**src/rtl/stream_sequencer.sv**
```systemverilog
// stream_sequencer
//   Drives one serial (in, x) -> out datapath from a frame of FRAME_LEN bit
//   pairs, feeding pair 0 first, one pair per cycle, and collects the
//   returned out bits into result_data (bit k belongs to pair k). The
//   datapath's reset_n is owned here: it is held low outside RUN.
//
//   Optional feature macro: STREAM_SEQ_CHECK_EN adds frame_exp,
//   result_match and mismatch_count.
//
// Parameters
//   FRAME_LEN     bit pairs per frame (>= 1)
//   OUT_LAT       cycles from a pair being driven to its out bit (0 = Mealy)
//   FLUSH_CYCLES  cycles dut_reset_n is held low before each run (0 = none)
//
// Ports
//   clock, reset_n              clock (posedge), async active-low reset
//   frame_valid/frame_ready     frame handshake; frame_in/frame_x payload
//   abort                       cancels a frame in FLUSH or RUN
//   dut_reset_n/dut_in/dut_x    drive to the datapath; dut_out returned bit
//   result_valid/result_ready   result handshake; result_data payload
//   frame_exp (opt)             expected result, latched with the frame
//   result_match (opt)          result_data == frame_exp, valid with result
//   mismatch_count (opt)        saturating count of mismatching results
//   busy                        sequencer not idle
module stream_sequencer #(
    parameter int unsigned FRAME_LEN    = 8,
    parameter int unsigned OUT_LAT      = 1,
    parameter int unsigned FLUSH_CYCLES = 2
) (
    input  logic                 clock,
    input  logic                 reset_n,
    input  logic                 frame_valid,
    output logic                 frame_ready,
    input  logic [FRAME_LEN-1:0] frame_in,
    input  logic [FRAME_LEN-1:0] frame_x,
    input  logic                 abort,
    output logic                 dut_reset_n,
    output logic                 dut_in,
    output logic                 dut_x,
    input  logic                 dut_out,
    output logic                 result_valid,
    input  logic                 result_ready,
    output logic [FRAME_LEN-1:0] result_data,
`ifdef STREAM_SEQ_CHECK_EN
    input  logic [FRAME_LEN-1:0] frame_exp,
    output logic                 result_match,
    output logic [15:0]          mismatch_count,
`endif
    output logic                 busy
);

    localparam int unsigned LAST = FRAME_LEN + OUT_LAT - 1;
    localparam int unsigned CW   = $clog2(FRAME_LEN + OUT_LAT + 1);
    localparam int unsigned FW   = (FLUSH_CYCLES > 1) ? $clog2(FLUSH_CYCLES) : 1;

    typedef enum logic [1:0] {IDLE, FLUSH, RUN, DONE} state_t;

    state_t               state, state_next;
    logic [CW-1:0]        cnt, cnt_next;
    logic [FW-1:0]        fcnt, fcnt_next;
    logic [FRAME_LEN-1:0] in_q, x_q;
    logic [FRAME_LEN-1:0] in_src, x_src, in_shift, x_shift;
    logic [FRAME_LEN-1:0] cap_mask;
    logic                 accept, deliver, capture;
    logic                 in_next, x_next;

    // frame_ready is only ever 1 in IDLE and result_valid only in DONE,
    // so the handshakes need no extra state qualification.
    assign accept  = frame_valid && frame_ready;
    assign deliver = result_valid && result_ready;
    assign capture = (state == RUN) && (cnt >= CW'(OUT_LAT));

    always_comb begin
        state_next = state;
        cnt_next   = cnt;
        fcnt_next  = fcnt;
        case (state)
            IDLE: begin
                if (accept) begin
                    cnt_next   = '0;
                    fcnt_next  = '0;
                    state_next = (FLUSH_CYCLES == 0) ? RUN : FLUSH;
                end
            end
            FLUSH: begin
                if (abort) begin
                    state_next = IDLE;
                end else if (fcnt == FW'(FLUSH_CYCLES - 1)) begin
                    state_next = RUN;
                    cnt_next   = '0;
                end else begin
                    fcnt_next = fcnt + 1'b1;
                end
            end
            RUN: begin
                if (abort) begin
                    state_next = IDLE;
                end else if (cnt == CW'(LAST)) begin
                    state_next = DONE;
                end else begin
                    cnt_next = cnt + 1'b1;
                end
            end
            DONE: begin
                if (deliver) begin
                    state_next = IDLE;
                end
            end
            default: state_next = IDLE;
        endcase
    end

    // Pair drive is registered from the next state/count so the pair for
    // cnt is on the pins during cycle cnt. With no flush the first pair
    // must come straight from the frame inputs being accepted.
    always_comb begin
        in_src   = accept ? frame_in : in_q;
        x_src    = accept ? frame_x  : x_q;
        in_shift = in_src >> cnt_next;
        x_shift  = x_src  >> cnt_next;
        in_next  = 1'b0;
        x_next   = 1'b0;
        if (state_next == RUN && cnt_next < CW'(FRAME_LEN)) begin
            in_next = in_shift[0];
            x_next  = x_shift[0];
        end
    end

    assign cap_mask = FRAME_LEN'(1) << (cnt - CW'(OUT_LAT));

    always_ff @(posedge clock or negedge reset_n) begin
        if (!reset_n) begin
            state        <= IDLE;
            cnt          <= '0;
            fcnt         <= '0;
            in_q         <= '0;
            x_q          <= '0;
            frame_ready  <= 1'b0;
            dut_reset_n  <= 1'b0;
            dut_in       <= 1'b0;
            dut_x        <= 1'b0;
            result_valid <= 1'b0;
            result_data  <= '0;
            busy         <= 1'b0;
        end else begin
            state        <= state_next;
            cnt          <= cnt_next;
            fcnt         <= fcnt_next;
            // Ready lags an abort return to IDLE by a cycle but follows a
            // delivered result immediately.
            frame_ready  <= ((state == IDLE) && !accept) || deliver;
            result_valid <= (state == DONE) && !deliver;
            busy         <= (state_next != IDLE);
            dut_reset_n  <= (state_next == RUN);
            dut_in       <= in_next;
            dut_x        <= x_next;
            if (accept) begin
                in_q        <= frame_in;
                x_q         <= frame_x;
                result_data <= '0;
            end else if (capture) begin
                result_data <= dut_out ? (result_data | cap_mask)
                                       : (result_data & ~cap_mask);
            end
        end
    end

`ifdef STREAM_SEQ_CHECK_EN
    logic [FRAME_LEN-1:0] exp_q;

    always_ff @(posedge clock or negedge reset_n) begin
        if (!reset_n) begin
            exp_q          <= '0;
            result_match   <= 1'b0;
            mismatch_count <= '0;
        end else begin
            if (accept) begin
                exp_q <= frame_exp;
            end
            result_match <= (state == DONE) && !deliver && (result_data == exp_q);
            if (deliver && !result_match && mismatch_count != '1) begin
                mismatch_count <= mismatch_count + 16'd1;
            end
        end
    end
`endif

endmodule

```
**config.mk**
```make
export PLATFORM = sky130hd
export DESIGN_NAME = stream_sequencer
export DESIGN_NICKNAME = d
export VERILOG_FILES = /design/src/rtl/stream_sequencer.sv
export SDC_FILE = /design/constraint.sdc
export NUM_CORES = 1
export LEC_CHECK = 0
export CORE_MARGIN = 4
export CORE_UTILIZATION = 55
export DETAILED_ROUTE_END_ITERATION = 12
export PLACE_DENSITY = 0.9
export SYNTH_ARGS = -nofsm -noshare
export SYNTH_HDL_FRONTEND = slang
export SYNTH_SLANG_ARGS = --single-unit
```
**constraint.sdc**
```tcl
create_clock -name clock -period 3.7 [get_ports clock]
set_clock_uncertainty 0.1 [all_clocks]
set_input_delay 0.74 -clock clock [delete_from_list [all_inputs] [get_ports clock]]
set_output_delay 0.74 -clock clock [all_outputs]
set_load 0.01 [all_outputs]
```
==> results of run 1 <==
## sequential cells by signal, indices dropped and copies added (netlist names)
signal and count:
result_valid 1, busy 1, dut_in 1, in_q 8, result_data 8, cnt 4
x_q 8, state 2, fcnt 1, dut_reset_n 1, dut_x 1, frame_ready 1
## metrics by stage
step	hold WS [ns]	utilization (%)	worst slack (ns)
detailed placement	0.362	68.3	0.533
floorplan	0.340	-	1.23
finish	0.386	70.5	0.893
global placement	0.360	68.3	0.588
CTS	0.389	70.5	0.900
global route	0.411	70.5	0.780
## cell type report
class | instances | area, um2 | share of cell area [%]
tap | 46 | 57.6 | 2.45
inverter | 7 | 26.3 | 1.12
timing repair buffer | 38 | 373 | 15.9
multi-input combinational | 157 | 897 | 38.1
clock buffer | 5 | 37.5 | 1.60
clock inverter | 2 | 35.0 | 1.49
sequential | 37 | 926 | 39.4
## worst max-delay path, stage by stage
cell and delay (ns):
clkdlybuf4s50_1 0.66, nand2b_1 0.15, o22ai_1 0.09, a2111oi_2 0.37, buf_4 0.25, mux2i_1 0.21
nor3_1 0.06, o41a_1 0.41
## path summary, 6_finish.rpt
| kind | from | endpoint | slack [ns] |
|---|---|---|---|
| setup reg to reg | cnt[0] | dut_x | 1.09 |
| max in group asynchronous | reset_n | result_valid | 2.48 |
| min in group asynchronous | reset_n | result_data[4] | 0.70 |
| hold / removal | in_q[5] | in_q[5] | 0.39 |
| setup / recovery | abort | dut_x | 0.89 |
| hold reg to reg | in_q[5] | in_q[5] | 0.39 |
## kinds of logic (layout without fill, tap and decap cells)
kind of cell    after synthesis  count (layout)
flops                        37              37
mux                          13              13
compound gates               31              31
simple gates                108             108
fa+ha+maj                     5               5
buf+inv                      17              52
## cell usage in the layout, fill, tap and decap left out, types with 2 or more instances in the layout
cell type,synthesis,final
nand2_1,62,62
dfrtp_1,37,37
clkdlybuf4s50_1,0,35
mux2i_1,13,13
nor2_1,11,11
a21oi_1,9,9
nor3_1,9,9
nand3_1,9,9
o21ai_0,5,5
ha_1,5,5
clkbuf_4,0,5
inv_1,4,4
o22ai_1,3,3
and3_1,3,3
nand2b_1,3,3
buf_4,0,3
inv_2,2,2
nor2_2,2,2
o21ai_1,2,2
a31oi_1,2,2
nor2b_1,2,2
o41a_1,2,2
## power by group through the flow
stage	Clock (uW)	Sequential, uW	Combinational, uW
2_1_floorplan	0	600	398
3_3_place_gp	0	617	533
3_5_place_dp	0	621	545
4_1_cts	279	614	549
5_1_grt	298	630	621
6_report	274	614	548
## routing by layer
| metal | up-vias | global-route usage, % |
|---|---|---|
| met1 | 719 | 23.9 |
| met3 | 7 | 6.07 |
| met5 | - | 0 |
| met2 | 32 | 33.8 |
| li1 | 783 | - |
| met4 | 0 | 7.11 |
==> results_dict.tcl, run 1 <==
set metrics [dict create \
    status "completed" \
    htree_num_levels 2 \
    synthSimpleGateAreaFrac_pct 25.3 \
    cts_tree "built" \
    worstPathRequired_ns 3.84 \
    synth_commonest_cells "nand2_1, dfrtp_1, mux2i_1, nor2_1" \
    hold_viol 0 \
    fin_crit_ns 2.81 \
    path_class "input pin to flop" \
    reg2reg_depth 8 \
    drtPass1Iterations 4 \
    drive_gt1_share_pct 7.72 \
    power_density_nw_per_um2 610 \
    yosysSeqAreaShare_pct 48.6 \
    synthToLayoutAreaGrowth_pct 23.5 \
    dieArea_um2 4470 \
    yosys-mux-area-fraction_pct 6.83 \
    insertion_delay_ns 0.35 \
    period_share_pct 75.9 \
    io_buffers 35 \
    synth_edf_count 0 \
    grt_pass1_wl_mm 6.65 \
    ys_warn_count 0 \
    io_pins 36 \
    synth_most_common_cell "nand2_1" \
    clk_pin_slew_ns 0.11 \
    fillers 266 \
    core_um2 3340 \
    fin_cells 292 \
    crit_path_end_kind "flop" \
    leakagePower_uw 0.00109 \
    clock_sinks 37 \
    syn_area_um2 1900 \
    vias_per_cell 5.28 \
    cts_inserted_buffers 5 \
    hpwl_mm 2.70 \
    cts_setup_buffers 0 \
    ys_async_sr_fraction_pct 100 \
    yosys.area.top_type_share_pct 48.6 \
    crit_fanout 10 \
    wl_per_cell_um 13.3 \
    p_comb_share_pct 38.2 \
    fmax_mhz 356 \
    synthesis.nets 238 \
    synthDistinctLibCells 38 \
    critPathLaunchType "input pin" \
    cp.arrival_ns 2.95 \
    syn_inst 211 \
    rsz0062_at_grt "false" \
    synth_compound_area_share_pct 11.7 \
    gr-total-overflow 0 \
    relSlewSlack_pct 43.7 \
    dp.cells 285 \
    gp_congestion 0.856 \
    synth_top_family_by_area "simple AND/OR/NAND/NOR gates" \
    synth_area_leaders "dfrtp_1, nand2_1, mux2i_1, ha_1, a21oi_1" \
    syn_area_per_cell_um2 9.03 \
    wl_met3_um 181 \
    p_sw_share_pct 37.3 \
    setup_violations 0 \
    antenna_found_initial 0 \
    cts_max_path_buffers 2 \
    dr_total_vias 1541 \
    ys_ff_latch 37 \
    ant_nets 0 \
    grt_max_degree 38 \
    num_antenna_cells 0 \
    total_power_uw 1440 \
    cap_violations 0 \
    p_sw_uw 535 \
    placed_cell_area_um2 2280 \
    routed_wl_mm 3.88 \
    synth_xor_area_share_pct 0 \
    fp.dieH_um 66.8 \
    grtUsageTotal_pct 20.0 \
    cts_hold_buffers 0 \
    yosys.area_share.adder_pct 3.29 \
    min_path_type "flop to flop" \
    nets 273 \
    ir_worst_vdd_mv 0.407 \
    pwr-share-clk_pct 19.1 \
    cts.repair.resized 0 \
    fp-row-count 21 \
    die_w_um 66.8 \
    fin_setup_tns_ns 0 \
    start_util_pct 57.1 \
    p_int_uw 900 \
    power_frac_seq_pct 42.8 \
    met2_length_mm 1.93 \
    worstMarginPinSlew_ns 0.844 \
    drc 0 \
    final_max_slew_viol_count 0 \
    drt_iter0_drc 209 \
    finish.instance_area_um2 2350 \
    min_path_cells 2 \
    grt_pass1_vias 1527 \
    drt-met1-wl_mm 1.71 \
    synthFlopType "dfrtp_1" \
    synth_top_cell_by_area "dfrtp_1" \
    cts_root_buf "clkbuf_4" \
    top_layer "met4" \
]
No activity file was read; power rests on OpenSTA's default activity.
==> run 2, diff against run 1 <==
- CORE_UTILIZATION: 55 -> 51
- PLACE_DENSITY: 0.9 -> 0.84
- clock period: 3.7 -> 2.6 ns (I/O delays scaled with it)
==> run 2 against run 1 <==
Register-to-register slack got worse by 0.87 ns. Non-clock buffer count increased by 14. Critical path depth unchanged. Combinational power increased by 63%. Global-route usage decreased by 1.8 points. Count of clock-buffer cells in the layout increased by 1. Clock power increased by 46%. Via count increased by 3.4%. Critical path type is now flop to flop.
==> results_dict.tcl, run 2 (synthesis gave the netlist of run 1 again) <==
set metrics [dict create \
    status "completed" \
    min_path_cells 2 \
    rsz0062_at_grt "false" \
    fin_crit_ns 2.38 \
    worst-path-buf-inv 2 \
    min_path_type "flop to flop" \
    routed_wl_mm 4.12 \
    crit_path_end_kind "flop" \
    final_max_slew_viol_count 0 \
    gr-total-overflow 0 \
    hpwl_mm 2.95 \
    pwr-share-clk_pct 18.6 \
    cts_max_path_buffers 2 \
    leakagePower_uw 0.00117 \
    period_share_pct 91.6 \
    cts_root_buf "clkbuf_8" \
    p_sw_share_pct 37.7 \
    num_antenna_cells 0 \
    drt_iter0_drc 185 \
    dr_total_vias 1594 \
    setup_violations 0 \
    drtPass1Iterations 4 \
    vias_per_cell 5.19 \
    fmax_mhz 420 \
    p_sw_uw 811 \
    p_int_uw 1340 \
    clock_sinks 37 \
    pre_cts_ws_ns -0.250 \
    gp_congestion 0.914 \
    crit_family "compound AO/OA/AOI/OAI gates" \
    fillers 274 \
    cts_inserted_buffers 5 \
    r2r_start "cnt[0]" \
    ir_worst_vdd_mv 0.554 \
    setup_slack_ns 0.219 \
    path_class "flop to flop" \
    p_comb_share_pct 41.5 \
    total_power_uw 2150 \
    crit_fanout 5 \
    clk_pin_slew_ns 0.08 \
    crit_path_top_delay_cell "a2111oi_2" \
    insertion_delay_ns 0.29 \
    worstPathRequired_ns 2.68 \
    hold_viol 0 \
    crit_path_start "cnt[0]" \
    hp-start "x_q[5]" \
    cts_tree "built" \
    synthToLayoutAreaGrowth_pct 30.7 \
    die_w_um 69.1 \
    critPathLaunchType "flop" \
    worstMarginPinSlew_ns 0.574 \
    power_density_nw_per_um2 865 \
    grt_max_degree 38 \
    layout_common_cells "nand2_1, dfrtp_1, clkdlybuf4s50_1" \
    drive_gt1_share_pct 13.0 \
    start_util_pct 54.9 \
    mostFrequentLayoutCell "nand2_1" \
    path_depth 8 \
    dieArea_um2 4780 \
    cap_violations 0 \
    reg_top3 "in_q (8), result_data (8), x_q (8)" \
    critPathMaxStageDelay_ns 0.40 \
    cp_cell_sequence "inv_1, ha_1, a21oi_1, a2111oi_2, buf_4, mux2i_1, nor3_2, o41a_1" \
    nets 287 \
    core_um2 3470 \
    grt_pass1_wl_mm 7.23 \
    antenna_found_initial 0 \
    fp.dieH_um 69.1 \
    drc 0 \
    grt_pass1_vias 1601 \
    reg2reg_depth 8 \
    ant_nets 0 \
    fp-row-count 21 \
    power_frac_seq_pct 40.0 \
    htree_num_levels 2 \
    relSlewSlack_pct 61.7 \
    io_buffers 35 \
    io_pins 36 \
    wl_per_cell_um 13.4 \
    grtUsageTotal_pct 18.2 \
    cp.arrival_ns 2.46 \
]
run 2: changes by cell type in the layout (fill, tap and decap cells not counted), moves of 2 or more:
cell        delta
buf_4         +12
clkbuf_4       -5
clkbuf_8       +5
clkinvlp_4     +2
run 2: final cells by class:
cell class              instances  area (um2)  area share (%)
clock buffers                   6        72.6            2.91
clock inverters                 2        15.0           0.603
inverters                       7        26.3            1.06
multi-input cells             157         902            36.2
flip-flops and latches         37         926            37.2
well taps                      46        57.6            2.31
repair buffers                 52         490            19.7
run 2: routing by layer:
metal  up-vias  routed length (um)  track usage, %
li1        814                   -               -
met1       738                1900            22.8
met2        33                1990            30.7
met3         9                 148            3.49
met4         0                  86            7.38
met5         -                   0               0
run 2: repair_timing:
| action | CTS | global route |
|---|---|---|
| setup endpoints to repair | 0 | 2 |
| buffers inserted | 0 | 2 |
| resized for setup | 0 | 3 |
| hold endpoints to repair | 0 | 0 |
| hold buffers | 0 | 0 |
run 2: per-stage QoR:
stage	instance area [um2]	utilization, %	hold WS [ns]	TNS [ns]	instances
5_1_grt	2490	71.8	0.419	0	307
3_3_place_gp	2370	68.5	0.359	-0.342	296
3_5_place_dp	2370	68.5	0.365	-0.459	296
6_report	2490	71.8	0.383	0	307
4_1_cts	2460	71.0	0.385	0	304
2_1_floorplan	1900	-	0.124	0	211
run 2: worst register-to-register path, delay by kind of cell, from the launching register on:
family                   cells  cell delay [ns]
buffers and inverters        2             0.31
AND/OR/NAND/NOR              1             0.06
adder cells (fa/ha/maj)      1             0.32
AO/OA/AOI/OAI                3             0.87
flip-flops                   1             0.35
multiplexers                 1             0.25
run 2: power groups by stage:
stage	clock (uW)	sequential (uW)	combinational, uW
after CTS	405	861	892
after global routing	434	887	1000
after global placement	0	863	859
after floorplan	0	853	566
after detailed placement	0	870	882
final	400	861	893
run 2: path summary, 6_finish.rpt:
path | endpoint | slack [ns]
worst max-delay path | dut_in | 0.22
worst min-delay path | x_q[5] | 0.38
worst max register to register | dut_in | 0.22
worst min register to register | x_q[5] | 0.38
max in group asynchronous | x_q[5] | 1.53
min in group asynchronous | busy | 0.55
